--- config.mk ---
export PLATFORM = sky130hd
export DESIGN_NAME = progmem
export DESIGN_NICKNAME = d
export VERILOG_FILES = /design/src/rtl/progmem.sv
export SDC_FILE = /design/constraint.sdc
export NUM_CORES = 2
export LEC_CHECK = 0
export ABC_AREA = 0
export BUFFER_PORTS_ARGS = -buffer_cell sky130_fd_sc_hd__buf_2
export CAP_MARGIN = 15
export CORE_UTILIZATION = 56
export CTS_CLUSTER_DIAMETER = 60
export DETAILED_ROUTE_END_ITERATION = 7
export PLACE_DENSITY = 0.75
export SLEW_MARGIN = 20
export SYNTH_ARGS = -nofsm -noshare
export SYNTH_HDL_FRONTEND = slang
export SYNTH_SLANG_ARGS = --single-unit
--- constraint.sdc ---
create_clock -name clk -period 3.9 [get_ports clk]
set_input_delay 0.78 -clock clk [delete_from_list [all_inputs] [get_ports clk]]
set_output_delay 0.78 -clock clk [all_outputs]
set_load 0.005 [all_outputs]
--- src/rtl/progmem.sv ---
// progmem: parametrised program memory with a registered fetch port and a
// valid/ready streaming load port. After reset a sequencer zero-fills the
// array, then the block idles until an image load or fetches arrive.
module progmem #(
    parameter int DATA_W = 32,
    parameter int ADDR_W = 16,
    parameter int DEPTH  = 64
) (
    input  logic              clk,
    input  logic              reset,
    input  logic              fetch_req,
    input  logic [ADDR_W-1:0] fetch_addr,
    output logic              fetch_ready,
    output logic              fetch_valid,
    output logic [DATA_W-1:0] fetch_data,
    output logic              fetch_fault,
    input  logic              load_start,
    input  logic [ADDR_W-1:0] load_base,
    input  logic              load_valid,
    input  logic [DATA_W-1:0] load_data,
    input  logic              load_last,
    output logic              load_ready,
    output logic              busy,
    output logic              load_done,
    output logic              load_err
);

    // Width of the physical array index; a one-word array still needs one bit.
    localparam int MEM_AW = (DEPTH > 1) ? $clog2(DEPTH) : 1;

    // Pointers and bounds carry one extra bit so DEPTH = 2^ADDR_W cannot wrap.
    localparam logic [ADDR_W:0] DEPTH_X = (ADDR_W+1)'(DEPTH);
    localparam logic [ADDR_W:0] LAST_X  = (ADDR_W+1)'(DEPTH - 1);

    typedef enum logic [1:0] {
        ST_CLEAR = 2'd0,
        ST_IDLE  = 2'd1,
        ST_LOAD  = 2'd2
    } state_t;

    state_t state_q;

    logic [ADDR_W:0] clr_ptr_q;
    logic [ADDR_W:0] wr_ptr_q;
    logic            busy_q;
    logic            load_ready_q;
    logic            fetch_ready_q;
    logic            load_done_q;
    logic            load_err_q;

    logic              fetch_valid_q;
    logic              fetch_fault_q;
    logic [DATA_W-1:0] fetch_data_q;

    logic [DATA_W-1:0] mem [DEPTH];

    logic              mem_we_d;
    logic [ADDR_W:0]   mem_waddr_d;
    logic [DATA_W-1:0] mem_wdata_d;

    logic            fetch_acc;
    logic            fetch_in_range;
    logic            base_in_range;

    assign fetch_acc      = fetch_req & fetch_ready_q;
    assign fetch_in_range = ({1'b0, fetch_addr} < DEPTH_X);
    assign base_in_range  = ({1'b0, load_base} < DEPTH_X);

    // Single write port: the clear sweep and load beats never overlap in time.
    always_comb begin
        mem_we_d    = 1'b0;
        mem_waddr_d = clr_ptr_q;
        mem_wdata_d = '0;
        case (state_q)
            ST_CLEAR: begin
                mem_we_d = 1'b1;
            end
            ST_LOAD: begin
                if (load_valid) begin
                    mem_we_d    = 1'b1;
                    mem_waddr_d = wr_ptr_q;
                    mem_wdata_d = load_data;
                end
            end
            default: begin
                mem_we_d = 1'b0;
            end
        endcase
    end

    // Sequencer: clear sweep, idle, image load; all status outputs registered.
    always_ff @(posedge clk) begin
        if (reset) begin
            state_q       <= ST_CLEAR;
            clr_ptr_q     <= '0;
            wr_ptr_q      <= '0;
            busy_q        <= 1'b1;
            load_ready_q  <= 1'b0;
            fetch_ready_q <= 1'b0;
            load_done_q   <= 1'b0;
            load_err_q    <= 1'b0;
        end else begin
            load_done_q <= 1'b0;
            load_err_q  <= 1'b0;
            case (state_q)
                ST_CLEAR: begin
                    clr_ptr_q <= clr_ptr_q + 1'b1;
                    if (clr_ptr_q == LAST_X) begin
                        state_q       <= ST_IDLE;
                        busy_q        <= 1'b0;
                        fetch_ready_q <= 1'b1;
                    end
                end
                ST_IDLE: begin
                    if (load_start) begin
                        if (base_in_range) begin
                            state_q       <= ST_LOAD;
                            wr_ptr_q      <= {1'b0, load_base};
                            busy_q        <= 1'b1;
                            fetch_ready_q <= 1'b0;
                            load_ready_q  <= 1'b1;
                        end else begin
                            load_err_q <= 1'b1;
                        end
                    end
                end
                ST_LOAD: begin
                    if (load_valid) begin
                        wr_ptr_q <= wr_ptr_q + 1'b1;
                        if (load_last || (wr_ptr_q == LAST_X)) begin
                            state_q       <= ST_IDLE;
                            busy_q        <= 1'b0;
                            fetch_ready_q <= 1'b1;
                            load_ready_q  <= 1'b0;
                            load_done_q   <= load_last;
                            load_err_q    <= ~load_last;
                        end
                    end
                end
                default: begin
                    state_q       <= ST_CLEAR;
                    clr_ptr_q     <= '0;
                    busy_q        <= 1'b1;
                    fetch_ready_q <= 1'b0;
                    load_ready_q  <= 1'b0;
                end
            endcase
        end
    end

    // Array write; no reset so the array maps onto block RAM.
    always_ff @(posedge clk) begin
        if (mem_we_d) begin
            mem[mem_waddr_d[MEM_AW-1:0]] <= mem_wdata_d;
        end
    end

    // Registered fetch: out-of-range addresses return zero and raise a fault.
    always_ff @(posedge clk) begin
        if (reset) begin
            fetch_valid_q <= 1'b0;
            fetch_fault_q <= 1'b0;
            fetch_data_q  <= '0;
        end else begin
            fetch_valid_q <= fetch_acc;
            fetch_fault_q <= fetch_acc & ~fetch_in_range;
            if (fetch_acc) begin
                fetch_data_q <= fetch_in_range ? mem[fetch_addr[MEM_AW-1:0]] : '0;
            end
        end
    end

    assign fetch_ready = fetch_ready_q;
    assign fetch_valid = fetch_valid_q;
    assign fetch_fault = fetch_fault_q;
    assign fetch_data  = fetch_data_q;
    assign load_ready  = load_ready_q;
    assign busy        = busy_q;
    assign load_done   = load_done_q;
    assign load_err    = load_err_q;

endmodule
======== Word-level counts from Yosys, hierarchy flattened ========
Memory sizes are Yosys's and may differ from the RTL's.
Index checks and enable logic that the tools add are counted.
word-level totals
  bits in registers ....................... 75
  RAM bits ................................ 2,048
  input port bits ......................... 70
  memories kept ........................... 1
cells by class
  $add $sub $neg .......................... 2
  order comparisons ....................... 2
  equal/unequal tests ..................... 9
  mux-type cells .......................... 38
  bitwise operators ....................... 8
  reductions and logical operators ........ 8
memory list
  name  depth  width  read ports  clocked after Yosys merged registers in  wr ports  line  RTL
  mem   64     32     1           0                                        1         55    logic [DATA_W-1:0] mem [DEPTH];
operators with widths
  cell                                                         number
  two-way mux 32 bit                                           3
  one-hot mux 17 bit (2 select lines)                          2
  two-way mux 17 bit                                           3
  adder 17 x 1 -> 17 bit, second input constant                2
  == test 17 x 6 -> 1 bit, second input constant               2
  less-than comparator 16 x 7 -> 1 bit, second input constant  2
  two-way mux 1 bit                                            17
  two-way mux 6 bit                                            2
  two-way mux 2 bit                                            5
  inequality test 2 bit, second input constant                 5
  AND reduction 5 bit                                          2
  one-hot mux 1 bit (3 select lines)                           3
  NOT 1 bit                                                    6
  one-hot mux 2 bit (3 select lines)                           1
  one-hot mux 1 bit (2 select lines)                           2
  AND reduction 4 bit                                          1
  OR reduction 4 bit                                           1
  bitwise AND 1 bit                                            2
  == test 2 x 1 -> 1 bit, second input constant                1
  == test 2 bit, second input constant                         1
  logical NOT 2 bit                                            1
  nonzero test 2 bit                                           1
  OR reduction 2 bit                                           1
  logical OR 1 bit                                             1

======== Depth between registers and ports, before layout ========
  word-level depth ........................ 5
  gate-level depth with buffers ........... 11
  mapped depth without buffers ............ 7

======== Least setup slack after synthesis ========
Ideal clock, no wire load.
  path type ............................... in2reg
  start point ............................. input load_valid
  end point ............................... memory mem[0][0], enable pin
  library setup time ...................... 421 ps
  arrival ................................. 3,244 ps
  required time ........................... 3,479 ps
  path slack .............................. 235 ps
  stages .................................. 7
  buffers on the path ..................... 2
  cells stage by stage .................... clkbuf_1 > and2_1 > clkbuf_1 > or3_1 > o31ai_1 > nand2_1 > nor2_1
on the way
  longest elaborated chain between the ends .. 4
RTL lines
  what                                     line  RTL
  start: declaration                       19    input logic load_valid,
  two-way mux 1 bit                        79    if (load_valid) begin
  one-hot mux 1 bit (2 select lines)       74    case (state_q)
  two-way mux 1 bit                        153   if (mem_we_d) begin
  two-way mux 1 bit (implied by the code)  154   mem[mem_waddr_d[MEM_AW-1:0]] <= mem_wdata_d;
  end: declaration                         55
Parallel ways exist; a longest one is shown, timed or not.

======== Final worst setup path ========
  start point ............................. register state_q[0]
  end point ............................... memory mem[41][0], enable pin
on the way
  longest elaborated chain between the ends .. 4
RTL lines
  what                                                line  RTL
  start: declaration                                  41    state_t state_q;
  start signal: assignment                            94    state_q <= ST_CLEAR;
  start signal: assignment                            109   state_q <= ST_IDLE;
  start signal: assignment                            117   state_q <= ST_LOAD;
  == test 2 bit or logical NOT 2 bit (tied branches)  74
  one-hot mux 1 bit (2 select lines)                  74
  two-way mux 1 bit                                   153
  two-way mux 1 bit (implied by the code)             154
Parallel ways exist; a longest one is shown, timed or not.

==> out/metrics.yaml <==
floorplan:
  ios: 109
  die_area_sq_um: 149000
  start_util: 0.565
  die_y_microns: 385
  core_sq_um: 146000
  row_count: 140
  dieWidth_microns: 385
logic_synthesis:
  yosysTopAreaCell: "edfxtp_1"
  avgSynthCellArea_sq_um: 21.6
  synth_top_flop_cell: "edfxtp_1"
  ys_ff_latch: 2123
  synthArstFlopShare: 0
  synth_top_area_frac: 0.747
  synth_nets: 3890
  synthesis.area_sq_um: 82300
  yosys_warnings: 0
  seq_area_frac_synth: 0.765
  synthTopCellsByArea: "edfxtp_1 75%, mux4_2 14%, dfxtp_1 1.8%"
  synth-edff-count: 2048
  yosysUniqueCellTypes: 76
  synthCells: 3815
finish:
  final_common_cell: "edfxtp_1"
  area_growth_pct: 13.9
  n_fill_cell: 9351
  drive_gt1_frac: 0.311
  nets: 4297
  layout_common_cells: "2048 x edfxtp_1, 521 x mux4_2, 273 x buf_4, 206 x clkbuf_16, 139 x nand2_1"
detailed_routing:
  routedWlPerCell_microns: 34.0
  vias_per_cell: 6.78
  vias: 42757
  antenna_left: 0
  drtPass1Iterations: 6
  drt-total-wl_microns: 214000
  dr.first_iter.drc_count: 6111
  drc_errors: 0
setup_path:
  critPathKind: "reg -> reg"
  r2r-start: "state_q[0]"
  timing.rr.end: "mem[41][0]"
  required_ns: 4.35
  worstSetupStartpointType: "flop"
  r2r_cells: 7
  r2r_slack_ns: 0.76
  path_max_fanout: 22
  cp-end-kind: "flop"
  critical_path_arrival_ns: 3.59
global_routing:
  grt_overflow: 0
  grt_pass1_vias: 42216
  grt_pass1_wl_microns: 303000
  grt_max_degree: 65
  antenna_found_initial: 5
  gr-usage-all-layers: 0.293
hold_path:
  hp-class: "in -> reg"
  hp-start: "load_base[1]"
  whs_path_depth: 3
  hold_end: "wr_ptr_q[1]"
pwr:
  power_density_nw_per_um2: 504
  power.leakage_nw: 28.7
  ir_worst_vdd_mv: 0.485
cts:
  cts-resized-gates: 0
  clk_pin_slew_ns: 0.06
  root_buffer: "clkbuf_16"
  clock_latency_ns: 0.83
  htreeDepth: 4
  ctsHoldBuffers: 0
  cts_buffer_depth: 3
  cts_tree: "built"
  cts_sinks: 2123
  cts_setup_buffers: 0
  cts_buffers: 200
sta:
  skew_ns: 0.0370
  timing.final.crit_share: 0.804
  setup_viol: 0
  hold_ws_ns: 0.252
  drv_slew: 0
  fmax_ghz: 0.319
  tightest_slew_ns: 0.951
  tns_ns: 0
  finalCriticalPeriod_ns: 3.14
  max-slew-margin-rel: 0.361
  hold_viol: 0
  rsz0062_at_grt: "no"
placed_design:
  io_buffer_count: 108
  gp_congestion: 0.895
  dp_hpwl_microns: 126000
outcome:
  status: "complete, no violations"
run:
  cap_violations: 0
## per-layer routing
layer	wire, microns	track usage	up-vias
li1	-	-	16912
met4	7330	0.0950	2
met2	101000	0.450	3050
met3	28400	0.0875	453
met5	13	0	-
met1	77500	0.406	22340
## worst max path at each step
stage | startpoint | to | slack (ns) | cells past startpoint
CTS | state_q[0] | mem[41][31] | 0.85 | 7
finish | state_q[0] | mem[41][0] | 0.76 | 7
floorplan | load_valid | mem[0][0] | 0.23 | 7
global placement | fetch_addr[0] | fetch_data[9] | 0.26 | 7
detailed placement | fetch_addr[0] | fetch_data[9] | 0.26 | 7
global route | state_q[0] | mem[40][26] | 0.61 | 7
## sequential cells by signal, summed over array words and instances (netlist names), 2 cells and up
name and cells:
state_q 2, fetch_data 32, clr_ptr_q 17, wr_ptr_q 17, mem 2048
## cell families after synthesis
family	count (synthesis)	share of synthesized area
compound gates	293	0.0250
xor+xnor	15	0.00160
fa+ha+maj	5	0.000760
buf+inv	231	0.0164
flops	2123	0.765
mux	661	0.162
simple gates	487	0.0293
## where the power goes
part	internal [W]	switching (W)
sequential	0.0253	0.000224
clock	0.0108	0.00825
combinational	0.000986	0.00172
## cell usage after synthesis (all sizes together) (28+ instances only)
cell type and instances:
a21oi 51, a22oi 46, and3 40, buf 149, clkbuf 65, dfxtp 75, edfxtp 2048, mux2i 109
mux4 531, nand2 139, nand3 35, nor2 124, o21ai 28, o22ai 37
## critical path, stage by stage (launching register included)
cell	delay [ns]
dfxtp_1	0.33
inv_1	0.07
ha_2	0.20
nand2_1	0.50
mux2i_1	0.42
nand2_1	0.52
nor2_4	0.26
buf_4	0.44
## stage by stage
step	instance area (sq um)	total power (W)	std cells	utilization	worst slack (ns)
finish	93800	0.0473	6305	0.644	0.764
global route	93800	0.0484	6303	0.644	0.612
CTS	93800	0.0474	6303	0.644	0.846
detailed placement	87400	0.0286	5937	0.600	0.262
global placement	87400	0.0286	5937	0.600	0.265
floorplan	82300	0.0275	3815	-	0.235
## cell type report
class	count	area [sq um]	share of cell area
Antenna cell	2	5.00	0.0000533
Clock inverter	110	983	0.0105
Multi-Input combinational cell	1461	18500	0.198
Clock buffer	256	5430	0.0579
Inverter	17	63.8	0.000680
Sequential cell	2123	63000	0.672
Timing Repair Buffer	419	3400	0.0362
Tap cell	1917	2400	0.0256
Note: power is estimated with default switching activity, not from simulation.
